==> src/rtl/instr_prefetch_unit.sv <==
// Instruction prefetch unit: credit-limited in-order fetch into a DEPTH-entry {pc, instr} buffer.
// Latency: request the cycle after reset/redirect; response visible to decode one cycle after imem_rvalid.
// Backpressure: out_ready low stalls decode; fetch stops once outstanding + buffered reaches DEPTH.

// Generic synchronous FIFO with flush; no bypass, head is registered storage.
// Latency: pushed word visible at pop side one cycle after the push edge.
// Backpressure: push_rdy low when full; pop_vld low when empty.
module instr_prefetch_fifo #(
  parameter int W     = 8,
  parameter int DEPTH = 4
) (
  input  logic                     clk,
  input  logic                     rst_n,
  input  logic                     flush,
  input  logic                     push_vld,
  output logic                     push_rdy,
  input  logic [W-1:0]             push_dat,
  output logic                     pop_vld,
  input  logic                     pop_rdy,
  output logic [W-1:0]             pop_dat,
  output logic [$clog2(DEPTH):0]   count
);

  localparam int AW   = $clog2(DEPTH);
  localparam int CNTW = AW + 1;

  logic [W-1:0]    mem [DEPTH];
  logic [AW-1:0]   wr_ptr;
  logic [AW-1:0]   rd_ptr;
  logic [CNTW-1:0] cnt;
  logic            do_push;
  logic            do_pop;

  assign push_rdy = (cnt != CNTW'(DEPTH));
  assign pop_vld  = (cnt != '0);
  assign pop_dat  = mem[rd_ptr];
  assign count    = cnt;
  assign do_push  = push_vld & push_rdy;
  assign do_pop   = pop_vld & pop_rdy;

  // Pointer/occupancy update; flush empties the queue and beats any push or pop.
  always_ff @(posedge clk or negedge rst_n) begin
    if (!rst_n) begin
      wr_ptr <= '0;
      rd_ptr <= '0;
      cnt    <= '0;
    end else if (flush) begin
      wr_ptr <= '0;
      rd_ptr <= '0;
      cnt    <= '0;
    end else begin
      if (do_push) wr_ptr <= wr_ptr + 1'b1;
      if (do_pop)  rd_ptr <= rd_ptr + 1'b1;
      cnt <= cnt + CNTW'(do_push) - CNTW'(do_pop);
    end
  end

  // Storage; cleared on reset so the head reads as zero while the block is held in reset.
  always_ff @(posedge clk or negedge rst_n) begin
    if (!rst_n) begin
      for (int i = 0; i < DEPTH; i++) mem[i] <= '0;
    end else if (do_push && !flush) begin
      mem[wr_ptr] <= push_dat;
    end
  end

endmodule

module instr_prefetch_unit #(
  parameter int              PC_W     = 32,
  parameter int              INSTR_W  = 32,
  parameter int              DEPTH    = 4,
  parameter logic [PC_W-1:0] RESET_PC = '0
) (
  input  logic               clk,
  input  logic               rst_n,
  output logic               imem_req,
  output logic [PC_W-1:0]    imem_addr,
  input  logic               imem_ready,
  input  logic               imem_rvalid,
  input  logic [INSTR_W-1:0] imem_rdata,
  input  logic               redirect_valid,
  input  logic [PC_W-1:0]    redirect_pc,
  output logic               out_valid,
  input  logic               out_ready,
  output logic [INSTR_W-1:0] out_instr,
  output logic [PC_W-1:0]    out_pc
);

  // Counters must hold 2*DEPTH: outstanding + buffered never exceeds that sum.
  localparam int CW = $clog2(2 * DEPTH) + 1;
  localparam int FW = $clog2(DEPTH) + 1;

  typedef struct packed {
    logic [PC_W-1:0]    pc;
    logic [INSTR_W-1:0] instr;
  } entry_t;

  logic [PC_W-1:0] fetch_pc;     // address of the next request to issue
  logic [PC_W-1:0] rsp_pc;       // address belonging to the next non-discarded response
  logic [CW-1:0]   outstanding;  // issued, not yet returned, still wanted
  logic [CW-1:0]   drop;         // stale responses still to be swallowed
  logic [CW-1:0]   credit_used;
  logic [FW-1:0]   fifo_count;
  logic [PC_W-1:0] redir_pc;

  logic   issue;
  logic   rsp_live;
  logic   rsp_take;
  logic   rsp_drop;
  logic   fifo_push_vld;
  logic   fifo_push_rdy;
  logic   fifo_pop_rdy;
  entry_t fifo_push_dat;
  entry_t head;

  // Word-align the redirect target; the low two address bits are never fetched.
  assign redir_pc = redirect_pc & ~PC_W'(3);

  assign credit_used = outstanding + CW'(fifo_count);

  // Request only with a free credit and never in a redirect cycle; held low while in reset.
  assign imem_req  = rst_n & ~redirect_valid & (credit_used < CW'(DEPTH));
  assign imem_addr = fetch_pc;
  assign issue     = imem_req & imem_ready;

  // A response is meaningful only if something is in flight; otherwise it is spurious and ignored.
  assign rsp_live = imem_rvalid & ((drop != '0) | (outstanding != '0));
  assign rsp_drop = imem_rvalid & (drop != '0);
  assign rsp_take = imem_rvalid & (drop == '0) & (outstanding != '0);

  assign fifo_push_vld       = rsp_take & ~redirect_valid & fifo_push_rdy;
  assign fifo_push_dat.pc    = rsp_pc;
  assign fifo_push_dat.instr = imem_rdata;
  assign fifo_pop_rdy        = out_ready & ~redirect_valid;

  instr_prefetch_fifo #(
    .W     (PC_W + INSTR_W),
    .DEPTH (DEPTH)
  ) u_buf (
    .clk      (clk),
    .rst_n    (rst_n),
    .flush    (redirect_valid),
    .push_vld (fifo_push_vld),
    .push_rdy (fifo_push_rdy),
    .push_dat (fifo_push_dat),
    .pop_vld  (out_valid),
    .pop_rdy  (fifo_pop_rdy),
    .pop_dat  (head),
    .count    (fifo_count)
  );

  assign out_pc    = head.pc;
  assign out_instr = head.instr;

  // Fetch address: restart at the aligned target on redirect, otherwise step one word per accepted request.
  always_ff @(posedge clk or negedge rst_n) begin
    if (!rst_n) begin
      fetch_pc <= RESET_PC;
    end else if (redirect_valid) begin
      fetch_pc <= redir_pc;
    end else if (issue) begin
      fetch_pc <= fetch_pc + PC_W'(4);
    end
  end

  // Response tag: responses return in order, so the pc of the next kept response just counts up.
  always_ff @(posedge clk or negedge rst_n) begin
    if (!rst_n) begin
      rsp_pc <= RESET_PC;
    end else if (redirect_valid) begin
      rsp_pc <= redir_pc;
    end else if (fifo_push_vld) begin
      rsp_pc <= rsp_pc + PC_W'(4);
    end
  end

  // In-flight bookkeeping; on redirect every wanted request becomes stale, including one returning now.
  always_ff @(posedge clk or negedge rst_n) begin
    if (!rst_n) begin
      outstanding <= '0;
      drop        <= '0;
    end else if (redirect_valid) begin
      outstanding <= '0;
      drop        <= drop + outstanding - CW'(rsp_live);
    end else begin
      outstanding <= outstanding + CW'(issue) - CW'(rsp_take);
      drop        <= drop - CW'(rsp_drop);
    end
  end

  // Credit accounting guarantees every kept response finds a free slot.
  a_no_overflow: assert property (@(posedge clk) disable iff (!rst_n)
    (rsp_take && !redirect_valid) |-> fifo_push_rdy);

  // A request waiting on imem_ready keeps its address.
  a_req_stable: assert property (@(posedge clk) disable iff (!rst_n)
    (imem_req && !imem_ready) |=> $stable(imem_addr));

endmodule

==> config.mk <==
export PLATFORM = sky130hd
export DESIGN_NAME = instr_prefetch_unit
export DESIGN_NICKNAME = d
export VERILOG_FILES = /design/src/rtl/instr_prefetch_unit.sv
export SDC_FILE = /design/constraint.sdc
export NUM_CORES = 1
export LEC_CHECK = 0
export BUFFER_PORTS_ARGS = -buffer_cell sky130_fd_sc_hd__buf_2
export CAP_MARGIN = 15
export CORE_ASPECT_RATIO = 2
export CORE_MARGIN = 3
export CORE_UTILIZATION = 59
export CTS_CLUSTER_SIZE = 30
export DETAILED_ROUTE_END_ITERATION = 6
export PLACE_DENSITY = 0.84
export RECOVER_POWER = 50
export SLEW_MARGIN = 20
export SYNTH_ARGS = -nofsm -noshare
export SYNTH_HDL_FRONTEND = slang
export SYNTH_SLANG_ARGS = --single-unit
==> constraint.sdc <==
create_clock -name clk -period 3.61 [get_ports clk]
set_input_delay 0.722 -clock clk [delete_from_list [all_inputs] [get_ports clk]]
set_output_delay 0.722 -clock clk [all_outputs]
set_load 0.02 [all_outputs]
==> metrics.yaml <==
outcome:
  status: "finished, violations left"
  violations: "capacitance limit, slew limit"
flow_run:
  drv_cap: 1
placed_design:
  dp_hpwl_um: 22700
  place.gp.congestion: 0.852
  numPortBuffers: 161
  dp_slack_ps: 594
setup_path:
  worstPathRequired_ps: 2890
  critPathLaunch: "rst_n"
  reg2reg_depth: 9
  startpoint_type: "primary input"
  worstSetupPathType: "primary input to output pin"
  path_cells: "dlygate4sd3_1, clkbuf_1, buf_4, o211a_1, buf_2"
  cp_slowest_cell: "dlygate4sd3_1"
  endpoint_kind: "output pin"
  arrival_ps: 2590
  slowest_delay_ps: 520
  r2r-start: "outstanding[3]$_DFF_PN0_"
  path_max_fanout: 31
  reg2reg_slack_ps: 540
  r2r-end: "u_buf.mem[156]$_DFFE_PN0P_"
logic_synthesis:
  synth-main-ff-cell: "dfrtp_1"
  syn_inst: 1107
  ys_seq_area_frac: 0.527
  avgSynthCellArea_um2: 13.9
  synth_edf_count: 0
  synthArstFlopShare: 1.00
  ys_warn_count: 0
  synth_seq_cells: 323
  ys_types: 47
  syn_area_um2: 15300
timing:
  fin_tns_setup_ps: 0
  worst_pin_slew_ps: 1530
  setup-violations-final: 0
  relSlewSlack: -0.0233
  period_share: 0.917
  period_needed_ps: 3310
  hold_violations: 0
  rsz0062_at_grt: "no"
  fin_worst_skew_ps: 9.34
  drv_slew: 73
  worst_slack_ps: 298
  fmax_mhz: 302
floorplan:
  die_h_um: 234
  start_util: 0.606
  fp.dieArea_um2: 28100
  fp.coreArea_um2: 25300
  num_io_pins: 168
  num_rows: 82
  die_w_um: 120
clock_network:
  ctsHtreeMaxLevel: 1
  post_cts_buffers: 0
  insertion_delay_ps: 550
  cts.path.max_buffers: 3
  cts_made_buffers: 28
  cts_root_buf: "clkbuf_16"
  clk_pin_slew_worst_paths_ps: 70
  cts_tree: "yes"
  cts_sinks: 323
  postCtsResizedCells: 0
hold_path:
  hp-class: "primary input to flop"
  hold_depth: 2
  whs_endpoint: "imem_addr[4]$_DFFE_PN0N_"
  hp-start: "redirect_pc[4]"
layout:
  final_nets: 1348
  final_common_cell: "dfrtp_1"
  insertedDiodeCount: 0
  area.growth.synth_to_final_pct: 13.7
  final_cell_mix: "321 x dfrtp_1, 262 x mux2_2, 131 x buf_2"
  drive_gt1_frac: 0.421
global_route:
  antenna_found_initial: 0
  grt_first_pass_wirelength_um: 54600
  overflow: 0
  grt_max_degree: 186
  grt_pass1_vias: 10700
  grt_usage: 0.245
route:
  viasPerCell: 6.09
  wl_met3_um: 1130
  finalWirelength_um: 34000
  drc: 0
  drtIter0Drc: 599
  vias: 9805
  wl_met2_um: 18900
  wl_met1_um: 12700
  top_layer_used: "met4"
  wl_per_cell_um: 21.1
  dr.pass1.iters: 5
  ant_nets: 0
power_and_ir_drop:
  ir_drop_mv: 0.450
  power.density_nw_per_um2: 588
  leakagePower_nw: 8.22
==> repair_timing <==
item,CTS,global route
setup endpoints to repair,0,0
hold endpoints to repair,1,0
hold buffers,1,0
==> critical path: cells and delay by family <==
kind | cells | cell delay, ps
buf+inv | 4 | 1610
compound gates | 1 | 240
==> state kept, by name, summed over array words and instances, names as in the netlist <==
| name | count |
|---|---|
| u_buf.wr_ptr | 2 |
| u_buf.mem | 248 |
| u_buf.rd_ptr | 2 |
| imem_addr | 30 |
| u_buf.count | 3 |
| rsp_pc | 30 |
| outstanding | 4 |
| drop | 4 |
==> cells in the mapped netlist, types with 11 or more instances <==
| master | instances | area (µm²) |
|---|---|---|
| nand2_1 | 29 | 109 |
| xnor2_1 | 24 | 210 |
| and4_1 | 11 | 96.3 |
| nor3_1 | 11 | 55.1 |
| inv_1 | 33 | 124 |
| nor2_1 | 32 | 120 |
| buf_1 | 11 | 41.3 |
| dfrtp_1 | 323 | 8080 |
| xor2_1 | 16 | 140 |
| nand4_1 | 22 | 138 |
| mux2_2 | 262 | 2950 |
| a21oi_1 | 25 | 125 |
| clkbuf_1 | 25 | 93.8 |
| o31a_1 | 16 | 140 |
| ha_1 | 23 | 288 |
| mux4_2 | 62 | 1400 |
| nand3_1 | 18 | 90.1 |
| buf_2 | 25 | 125 |
| a31oi_1 | 17 | 106 |
==> power by group <==
group | switching (mW) | total, mW | internal (mW)
Combinational | 1.39 | 2.60 | 1.21
Clock | 1.36 | 3.27 | 1.92
Sequential | 0.369 | 4.39 | 4.02
Total | 3.11 | 10.3 | 7.15
==> metrics by stage <==
stage / area (µm²) / instances / power (mW) / hold WS (ps) / utilization
CTS: 17500 / 1609 / 10.4 / 408 / 0.692
detailed placement: 16500 / 1557 / 7.08 / 490 / 0.652
finish: 17400 / 1609 / 10.3 / 426 / 0.688
global route: 17400 / 1609 / 10.7 / 413 / 0.688
global placement: 16500 / 1557 / 6.98 / 479 / 0.652
floorplan: 15400 / 1110 / 6.20 / 426 / -
==> how the worst max path moves through the flow <==
stage | end | cells after the start | slack, ps
after floorplan | outstanding[2]$_DFF_PN0_ | 11 | 760
after global placement | outstanding[2]$_DFF_PN0_ | 11 | 600
after detailed placement | outstanding[2]$_DFF_PN0_ | 11 | 590
after CTS | out_instr[0] | 3 | 370
after global routing | u_buf.mem[147]$_DFFE_PN0P_ | 4 | 150
final | imem_req | 5 | 300
==> routing by layer <==
metal  vias to the layer above  global-route usage
li1                       4368                   -
met1                      5107               0.279
met2                       257               0.466
met3                        73              0.0244
met4                         0               0.100
met5                         -                   0
==> logic make-up (layout without fill, tap and decap cells) <==
group                      count (synthesis)  after routing  synth area share
AOI/OAI and AO/OA                         96             96            0.0422
xor gates and xnor gates                  40             40            0.0228
adders and majority gates                 26             26            0.0227
buffers and inverters                    105            268            0.0307
DFF                                      323            323             0.527
muxes                                    328            328             0.286
other                                      1              4          0.000244
and+or+nand+nor                          188            188            0.0689
==> layout make-up <==
| type | instances | area (µm²) |
|---|---|---|
| Clock buffer | 32 | 747 |
| Clock inverter | 19 | 256 |
| Fill cell | 1842 | 7900 |
| Inverter | 33 | 124 |
| Multi-Input combinational cell | 682 | 6790 |
| Sequential cell | 323 | 8090 |
| Tap cell | 336 | 420 |
| Timing Repair Buffer | 184 | 1020 |
No activity file was read; power rests on OpenSTA's default activity.
